**config.mk**
```make
export PLATFORM = sky130hd
export DESIGN_NAME = alu_flat
export DESIGN_NICKNAME = d
export VERILOG_FILES = /design/src/rtl/alu_if.sv /design/src/rtl/alu.sv /design/src/flat_wrapper.sv
export SDC_FILE = /design/constraint.sdc
export NUM_CORES = 1
export LEC_CHECK = 0
export ABC_AREA = 1
export BUFFER_PORTS_ARGS = -buffer_cell sky130_fd_sc_hd__buf_2
export CAP_MARGIN = 20
export CELL_PAD_IN_SITES_DETAIL_PLACEMENT = 0
export CELL_PAD_IN_SITES_GLOBAL_PLACEMENT = 1
export CORE_MARGIN = 2
export CORE_UTILIZATION = 39
export CTS_CLUSTER_SIZE = 40
export DETAILED_ROUTE_END_ITERATION = 12
export GPL_TIMING_DRIVEN = 0
export PLACE_DENSITY = 0.89
export SLEW_MARGIN = 15
export SYNTH_ARGS = -nofsm -noshare
export SYNTH_HDL_FRONTEND = slang
export SYNTH_SLANG_ARGS = --single-unit
```
**constraint.sdc**
```tcl
create_clock -name i_clk -period 0.8 [get_ports i_clk]
set_clock_uncertainty 0.1 [all_clocks]
set_input_delay 0.08 -clock i_clk [delete_from_list [all_inputs] [get_ports i_clk]]
set_output_delay 0.08 -clock i_clk [all_outputs]
set_load 0.02 [all_outputs]
```
**src/rtl/alu_if.sv**
```systemverilog
// ---------------------------------------------------------------------------
// alu_if
// Operand/result bundle for the registered ALU.
//   i_a, i_b    : unsigned operands (driven by the master)
//   i_carry     : borrow-in for the subtractor (driven by the master)
//   o_out_sub   : registered A - B - borrow-in, modulo 2^BITS
//   o_carry     : registered borrow-out of the subtraction
//   o_out_comp  : registered unsigned A > B
//   o_out_shl   : registered A << B
//   o_ERR_shl   : registered shift-amount-out-of-range flag
// The master drives the operands and observes the results; the slave (the
// ALU) consumes the operands and drives the results.
// ---------------------------------------------------------------------------
interface alu_if #(
    parameter int BITS = 8
);
    logic [BITS-1:0] i_a;
    logic [BITS-1:0] i_b;
    logic            i_carry;
    logic [BITS-1:0] o_out_sub;
    logic            o_carry;
    logic            o_out_comp;
    logic [BITS-1:0] o_out_shl;
    logic            o_ERR_shl;

    modport master (
        output i_a,
        output i_b,
        output i_carry,
        input  o_out_sub,
        input  o_carry,
        input  o_out_comp,
        input  o_out_shl,
        input  o_ERR_shl
    );

    modport slave (
        input  i_a,
        input  i_b,
        input  i_carry,
        output o_out_sub,
        output o_carry,
        output o_out_comp,
        output o_out_shl,
        output o_ERR_shl
    );
endinterface

```
**src/rtl/alu.sv**
```systemverilog
// ---------------------------------------------------------------------------
// alu
// Registered arithmetic/logic unit. Every cycle it evaluates, in parallel:
//   - a subtract-with-borrow (ripple chain of 1-bit full subtractors),
//   - an unsigned greater-than compare (MSB-first scan),
//   - a logical left shift (log2(BITS)-stage barrel) with out-of-range flag.
// All results are captured on the rising clock edge (latency 1); the
// asynchronous active-low reset forces every output to zero immediately.
// Ports:
//   i_clk   : rising-edge clock
//   i_rst_n : asynchronous active-low reset
//   bus     : alu_if slave modport (operands in, registered results out)
// ---------------------------------------------------------------------------
module alu #(
    parameter int BITS = 8
) (
    input  logic   i_clk,
    input  logic   i_rst_n,
    alu_if.slave   bus
);

    // Number of barrel stages; one stage per low bit of the shift amount.
    localparam int SH_W = (BITS > 1) ? $clog2(BITS) : 1;

    // BITS expressed on SH_W+1 bits, for the range check of the low
    // shift-amount bits when BITS is not a power of two.
    localparam logic [SH_W:0] BITS_LOW = (SH_W + 1)'(BITS);

    // ---------------------------------------------------------------------
    // Subtractor: ripple of 1-bit full subtractors, borrow moving upward.
    // ---------------------------------------------------------------------
    logic [BITS:0]   borrow_s;
    logic [BITS-1:0] diff_s;

    assign borrow_s[0] = bus.i_carry;

    genvar gi;
    generate
        for (gi = 0; gi < BITS; gi++) begin : g_fsub
            logic a_bit_s;
            logic b_bit_s;
            logic bin_s;

            assign a_bit_s = bus.i_a[gi];
            assign b_bit_s = bus.i_b[gi];
            assign bin_s   = borrow_s[gi];

            // Difference bit and borrow-out of a single full subtractor.
            assign diff_s[gi]     = a_bit_s ^ b_bit_s ^ bin_s;
            assign borrow_s[gi+1] = (~a_bit_s & b_bit_s) |
                                    (~(a_bit_s ^ b_bit_s) & bin_s);
        end
    endgenerate

    // ---------------------------------------------------------------------
    // Comparator: the first differing bit from the MSB decides A > B.
    // ---------------------------------------------------------------------
    logic comp_s;

    // Unsigned greater-than by MSB-first scan; equal operands leave it 0.
    always_comb begin
        logic decided_v;
        comp_s    = 1'b0;
        decided_v = 1'b0;
        for (int i = BITS - 1; i >= 0; i--) begin
            if (!decided_v && (bus.i_a[i] != bus.i_b[i])) begin
                comp_s    = bus.i_a[i];
                decided_v = 1'b1;
            end else begin
                comp_s    = comp_s;
                decided_v = decided_v;
            end
        end
    end

    // ---------------------------------------------------------------------
    // Shifter: barrel stages driven by the low SH_W bits of i_b. Stage k
    // shifts by 2**k; since 2**k < BITS every slice below is non-empty.
    // ---------------------------------------------------------------------
    logic [BITS-1:0] stage_s [0:SH_W];

    assign stage_s[0] = bus.i_a;

    genvar gk;
    generate
        for (gk = 0; gk < SH_W; gk++) begin : g_shl
            localparam int SH = 2 ** gk;
            logic [BITS-1:0] shifted_s;

            assign shifted_s      = {stage_s[gk][BITS-1-SH:0], {SH{1'b0}}};
            assign stage_s[gk+1]  = bus.i_b[gk] ? shifted_s : stage_s[gk];
        end
    endgenerate

    // Range check: any set upper bit, or low bits already at/above BITS,
    // means the shift empties the word.
    logic            upper_set_s;
    logic            low_over_s;
    logic            err_s;
    logic [BITS-1:0] shl_s;

    generate
        if (BITS > SH_W) begin : g_upper
            assign upper_set_s = |bus.i_b[BITS-1:SH_W];
        end else begin : g_no_upper
            assign upper_set_s = 1'b0;
        end
    endgenerate

    assign low_over_s = ({1'b0, bus.i_b[SH_W-1:0]} >= BITS_LOW);
    assign err_s      = upper_set_s | low_over_s;

    // Out-of-range shifts produce zero instead of the wrapped barrel result.
    always_comb begin
        if (err_s) begin
            shl_s = {BITS{1'b0}};
        end else begin
            shl_s = stage_s[SH_W];
        end
    end

    // ---------------------------------------------------------------------
    // Output registers
    // ---------------------------------------------------------------------
    logic [BITS-1:0] out_sub_r;
    logic            carry_r;
    logic            out_comp_r;
    logic [BITS-1:0] out_shl_r;
    logic            err_shl_r;

    // Capture all results each edge; reset clears them asynchronously.
    always_ff @(posedge i_clk or negedge i_rst_n) begin
        if (!i_rst_n) begin
            out_sub_r  <= {BITS{1'b0}};
            carry_r    <= 1'b0;
            out_comp_r <= 1'b0;
            out_shl_r  <= {BITS{1'b0}};
            err_shl_r  <= 1'b0;
        end else begin
            out_sub_r  <= diff_s;
            carry_r    <= borrow_s[BITS];
            out_comp_r <= comp_s;
            out_shl_r  <= shl_s;
            err_shl_r  <= err_s;
        end
    end

    assign bus.o_out_sub  = out_sub_r;
    assign bus.o_carry    = carry_r;
    assign bus.o_out_comp = out_comp_r;
    assign bus.o_out_shl  = out_shl_r;
    assign bus.o_ERR_shl  = err_shl_r;

endmodule

```
**src/flat_wrapper.sv**
```systemverilog
// flat-port wrapper written by rule: the top's interface ports become plain ports
module alu_flat 
#(
    parameter int BITS = 8
)
  (i_clk, i_rst_n, bus_i_a, bus_i_b, bus_i_carry, bus_o_out_sub, bus_o_carry, bus_o_out_comp, bus_o_out_shl, bus_o_ERR_shl);
  alu_if #(.BITS(BITS)) bus_i ();
  input  logic i_clk;
  input  logic i_rst_n;
  input wire logic [$bits(bus_i.i_a)-1:0] bus_i_a;
  input wire logic [$bits(bus_i.i_b)-1:0] bus_i_b;
  input wire logic [$bits(bus_i.i_carry)-1:0] bus_i_carry;
  output wire logic [$bits(bus_i.o_out_sub)-1:0] bus_o_out_sub;
  output wire logic [$bits(bus_i.o_carry)-1:0] bus_o_carry;
  output wire logic [$bits(bus_i.o_out_comp)-1:0] bus_o_out_comp;
  output wire logic [$bits(bus_i.o_out_shl)-1:0] bus_o_out_shl;
  output wire logic [$bits(bus_i.o_ERR_shl)-1:0] bus_o_ERR_shl;
  assign bus_i.i_a = bus_i_a;
  assign bus_i.i_b = bus_i_b;
  assign bus_i.i_carry = bus_i_carry;
  assign bus_o_out_sub = bus_i.o_out_sub;
  assign bus_o_carry = bus_i.o_carry;
  assign bus_o_out_comp = bus_i.o_out_comp;
  assign bus_o_out_shl = bus_i.o_out_shl;
  assign bus_o_ERR_shl = bus_i.o_ERR_shl;
  alu #(.BITS(BITS)) u_core (.i_clk(i_clk), .i_rst_n(i_rst_n), .bus(bus_i));
endmodule
```
==> metrics.log <==
INFO  metric run_status = complete, but fails checks
INFO  metric violated_checks = setup timing
INFO  metric combined_flip_flop_and_latch_cell_area = 475.5 um2
INFO  metric timing.critical_path.from = bus_i_b[0]
INFO  metric ys_seq_area_share = 39.75%
INFO  metric holdCritStartpoint = bus_i_b[2]
INFO  metric critPathLaunchType = input port
INFO  metric slew_headroom = 73.67%
INFO  metric layout-drive-gt1-share = 51.05%
INFO  metric list_of_cells_traversed_by_the_critical_path = buf_8 > buf_12 > clkinv_8 > fa_2 > inv_2 > fa_2 > fa_2 > fa_2 > fa_2 > fa_2 > fa_2 > inv_2 > fa_2
INFO  metric drt_wl_total = 2.885 mm
INFO  metric clk_root_buffer_cell = sky130_fd_sc_hd__clkbuf_4
INFO  metric chipWidth = 59.38 um
INFO  metric total_leakage_power = 0.9307 nW
INFO  metric worst_path_largest_cell_delay = 0.41 ns
INFO  metric detailed_place_hpwl = 2.109 mm
INFO  metric postSynthCellCount = 138
INFO  metric finalWeightedCongestion = 0.7688
INFO  metric worst_pin_slew = 0.3950 ns
INFO  metric grt_setup_unrepaired = true
INFO  metric post_drt_via_cell_ratio = 4.731
INFO  metric postSynthNetCount = 173
INFO  metric ys_ff_latch = 19
INFO  metric cts_inserted_buffers = 3
INFO  metric clock_transition_at_the_registers_of_the_reported_paths = 0.10 ns
INFO  metric ant_nets = 0
INFO  metric routedWlPerCell = 12.94 um
INFO  metric fin_crit_sh = 385.6%
INFO  metric crit_path_max_fanout = 2
INFO  metric max-cap-violations = 0
INFO  metric overflow = 0
INFO  metric tritoncts_clock_tree = done
INFO  metric syn-cell-area = 0.001196 mm2
INFO  metric worst_ep_required_time = 0.86 ns
INFO  metric hold_violations = 0
INFO  metric num_antenna_cells = 0
INFO  metric worstHoldPathType = in -> reg
INFO  metric setup_viol = 34
INFO  metric grt_first_pass_wirelength = 4.526 mm
INFO  metric slowest_stage = sky130_fd_sc_hd__fa_2
INFO  metric accumulated_negative_setup_slack = -15.56 ns
INFO  metric core-area = 0.002978 mm2
INFO  metric placed_cells = 208
INFO  metric floorplan.die_area = 0.003526 mm2
INFO  metric timing.critical_path.to_type = flop
INFO  metric area_growth_syn_to_layout = 57.22%
INFO  metric critical_path_buf_inv_count = 5
INFO  metric max-clock-path-buffers = 2
INFO  metric avgSynthCellArea = 8.668 um2
INFO  metric finalWorstSetupSlack = -2.285 ns
INFO  metric powerDensity = 1368 mW/mm2
INFO  metric netlist-cell-type-count = 20
INFO  metric ioPinCount = 38
INFO  metric yosys_warnings = 0
INFO  metric drt_iter0_drc = 16
INFO  metric initial_antenna_violation_count = 0
INFO  metric critPathKind = in -> reg
INFO  metric post-route-drc-count = 0
INFO  metric finalNonFillerCells = 223
INFO  metric worstPathArrival = 3.15 ns
INFO  metric final_net_count = 226
INFO  metric utilization = 63.15%
INFO  metric drt_first_pass_iters = 6
INFO  metric timing_max_transition_violations_final = 0
INFO  metric grt_usage = 17.24%
INFO  metric worst_path_most_repeated_cell = sky130_fd_sc_hd__fa_2
INFO  metric vias_in_the_first_global_route = 1,074
INFO  metric initial_core_util = 40.17%
INFO  metric fillerInstances = 240
INFO  metric largest_net_degree_at_the_start_of_global_routing = 20
INFO  metric cts_num_sinks = 19
INFO  metric place.port_buffers = 37
INFO  metric chipHeight = 59.38 um
INFO  metric cp_top_family = adder cells
INFO  metric multi_input_area = 758.2 um2
INFO  metric clock_tree.htree_level_count = 1
INFO  metric max_freq = 324.1 MHz
INFO  metric critical_path.endpoint = u_core.bus.o_out_sub[7]
INFO  metric irDropWorstVdd = 0.5061 mV
INFO  metric row_count = 20
INFO  metric period_minus_slack = 3.085 ns
INFO  metric crit_cells = 13
INFO  metric vias = 1,055
layout by cell type, fill, tap and decap left out, types with 5 or more instances in the layout:
cell type	count
sky130_fd_sc_hd__buf_2	16
sky130_fd_sc_hd__buf_4	5
sky130_fd_sc_hd__buf_6	23
sky130_fd_sc_hd__dfrtp_1	19
sky130_fd_sc_hd__fa_2	8
sky130_fd_sc_hd__ha_4	5
sky130_fd_sc_hd__inv_1	15
sky130_fd_sc_hd__inv_2	10
sky130_fd_sc_hd__nand2_1	32
sky130_fd_sc_hd__nand3_1	10
sky130_fd_sc_hd__nor2_1	7
sky130_fd_sc_hd__nor2_2	5
sky130_fd_sc_hd__o21ai_2	6
layout make-up:
type	count	share of cell area [%]
Inverter	27	6.254
Buffer	1	1.065
Tap cell	33	2.196
Multi-Input combinational cell	91	40.32
Sequential cell	19	25.28
Clock buffer	4	1.397
Timing Repair Buffer	48	23.49
through the flow:
stage | total power [mW] | instance area (um2) | setup slack, ns | hold WS [ns]
finish | 2.573 | 1881 | -2.285 | 0.01789
detailed placement | 1.866 | 1530 | -2.697 | -0.07666
CTS | 2.477 | 1749 | -2.284 | 0.02605
global placement | 1.833 | 1530 | -2.643 | -0.08544
floorplan | 1.573 | 1304 | -2.400 | -0.3156
global route | 2.758 | 1881 | -2.308 | 0.01764
power breakdown:
group	leakage, nW	total (mW)	switching (mW)	internal (mW)
sequential	0.238	1.11	0.0501	1.06
clock	0.0150	0.449	0.255	0.193
combinational	0.678	1.02	0.540	0.479
synthesized netlist by cell type:
| cell | n | area (um2) |
|---|---|---|
| sky130_fd_sc_hd__o21bai_1 | 1 | 7.510 |
| sky130_fd_sc_hd__buf_6 | 1 | 11.26 |
| sky130_fd_sc_hd__nand2_2 | 1 | 6.260 |
| sky130_fd_sc_hd__ha_1 | 8 | 100.1 |
| sky130_fd_sc_hd__o21ai_2 | 3 | 26.28 |
| sky130_fd_sc_hd__fa_1 | 8 | 160.2 |
| sky130_fd_sc_hd__nand2_1 | 34 | 127.6 |
| sky130_fd_sc_hd__nand3_1 | 11 | 55.05 |
| sky130_fd_sc_hd__dfrtp_1 | 19 | 475.5 |
| sky130_fd_sc_hd__nor4_1 | 1 | 6.260 |
| sky130_fd_sc_hd__nor2_2 | 3 | 18.77 |
| sky130_fd_sc_hd__o21ai_0 | 3 | 15.01 |
| sky130_fd_sc_hd__inv_1 | 26 | 97.59 |
| sky130_fd_sc_hd__nand3_2 | 1 | 10.01 |
| sky130_fd_sc_hd__o21ai_1 | 3 | 15.01 |
| sky130_fd_sc_hd__and3_1 | 1 | 6.260 |
| sky130_fd_sc_hd__nor2_1 | 10 | 37.54 |
| sky130_fd_sc_hd__inv_2 | 1 | 3.750 |
| sky130_fd_sc_hd__nand4_1 | 1 | 6.260 |
| sky130_fd_sc_hd__a21oi_1 | 2 | 10.01 |
cell families after synthesis:
group | after synthesis | share of synthesized area, %
AO/OA/AOI/OAI | 12 | 6.171
adder cells (fa/ha/maj) | 16 | 21.76
buffers and inverters | 28 | 9.414
flip-flops | 19 | 39.75
AND/OR/NAND/NOR | 63 | 22.91
worst min-delay path by stage:
stage | endpoint | slack (ns) | cells past startpoint
after global placement | u_core.bus.o_out_sub[5] | -0.09 | 1
after global routing | u_core.bus.o_out_shl[0] | 0.02 | 2
after floorplan | u_core.bus.o_ERR_shl | -0.32 | 0
final | u_core.bus.o_out_shl[0] | 0.02 | 2
after detailed placement | u_core.bus.o_out_comp | -0.08 | 1
after CTS | u_core.bus.o_out_shl[0] | 0.03 | 2
what timing repair did:
action	4_1_cts	5_1_grt
setup buffers	4	6
cloned	0	1
endpoints found under the hold margin	19	0
gates resized for setup	49	23
pin swaps	5	11
hold buffers	1	0
setup endpoints to repair	28	36
state kept, by name, indices dropped and copies added (netlist names):
| register | flops |
|---|---|
| u_core.bus.o_out_shl | 8 |
| u_core.bus.o_carry | 1 |
| u_core.bus.o_out_sub | 8 |
| u_core.bus.o_ERR_shl | 1 |
| u_core.bus.o_out_comp | 1 |
per-layer routing:
layer	vias to the layer above	wire [um]	GRT usage (%)
met5	-	0	0
met4	0	32	6.818
met3	2	48	0.8734
met2	19	1591	32.03
met1	509	1212	20.56
li1	525	-	-
Note: power is estimated with default switching activity, not from simulation.
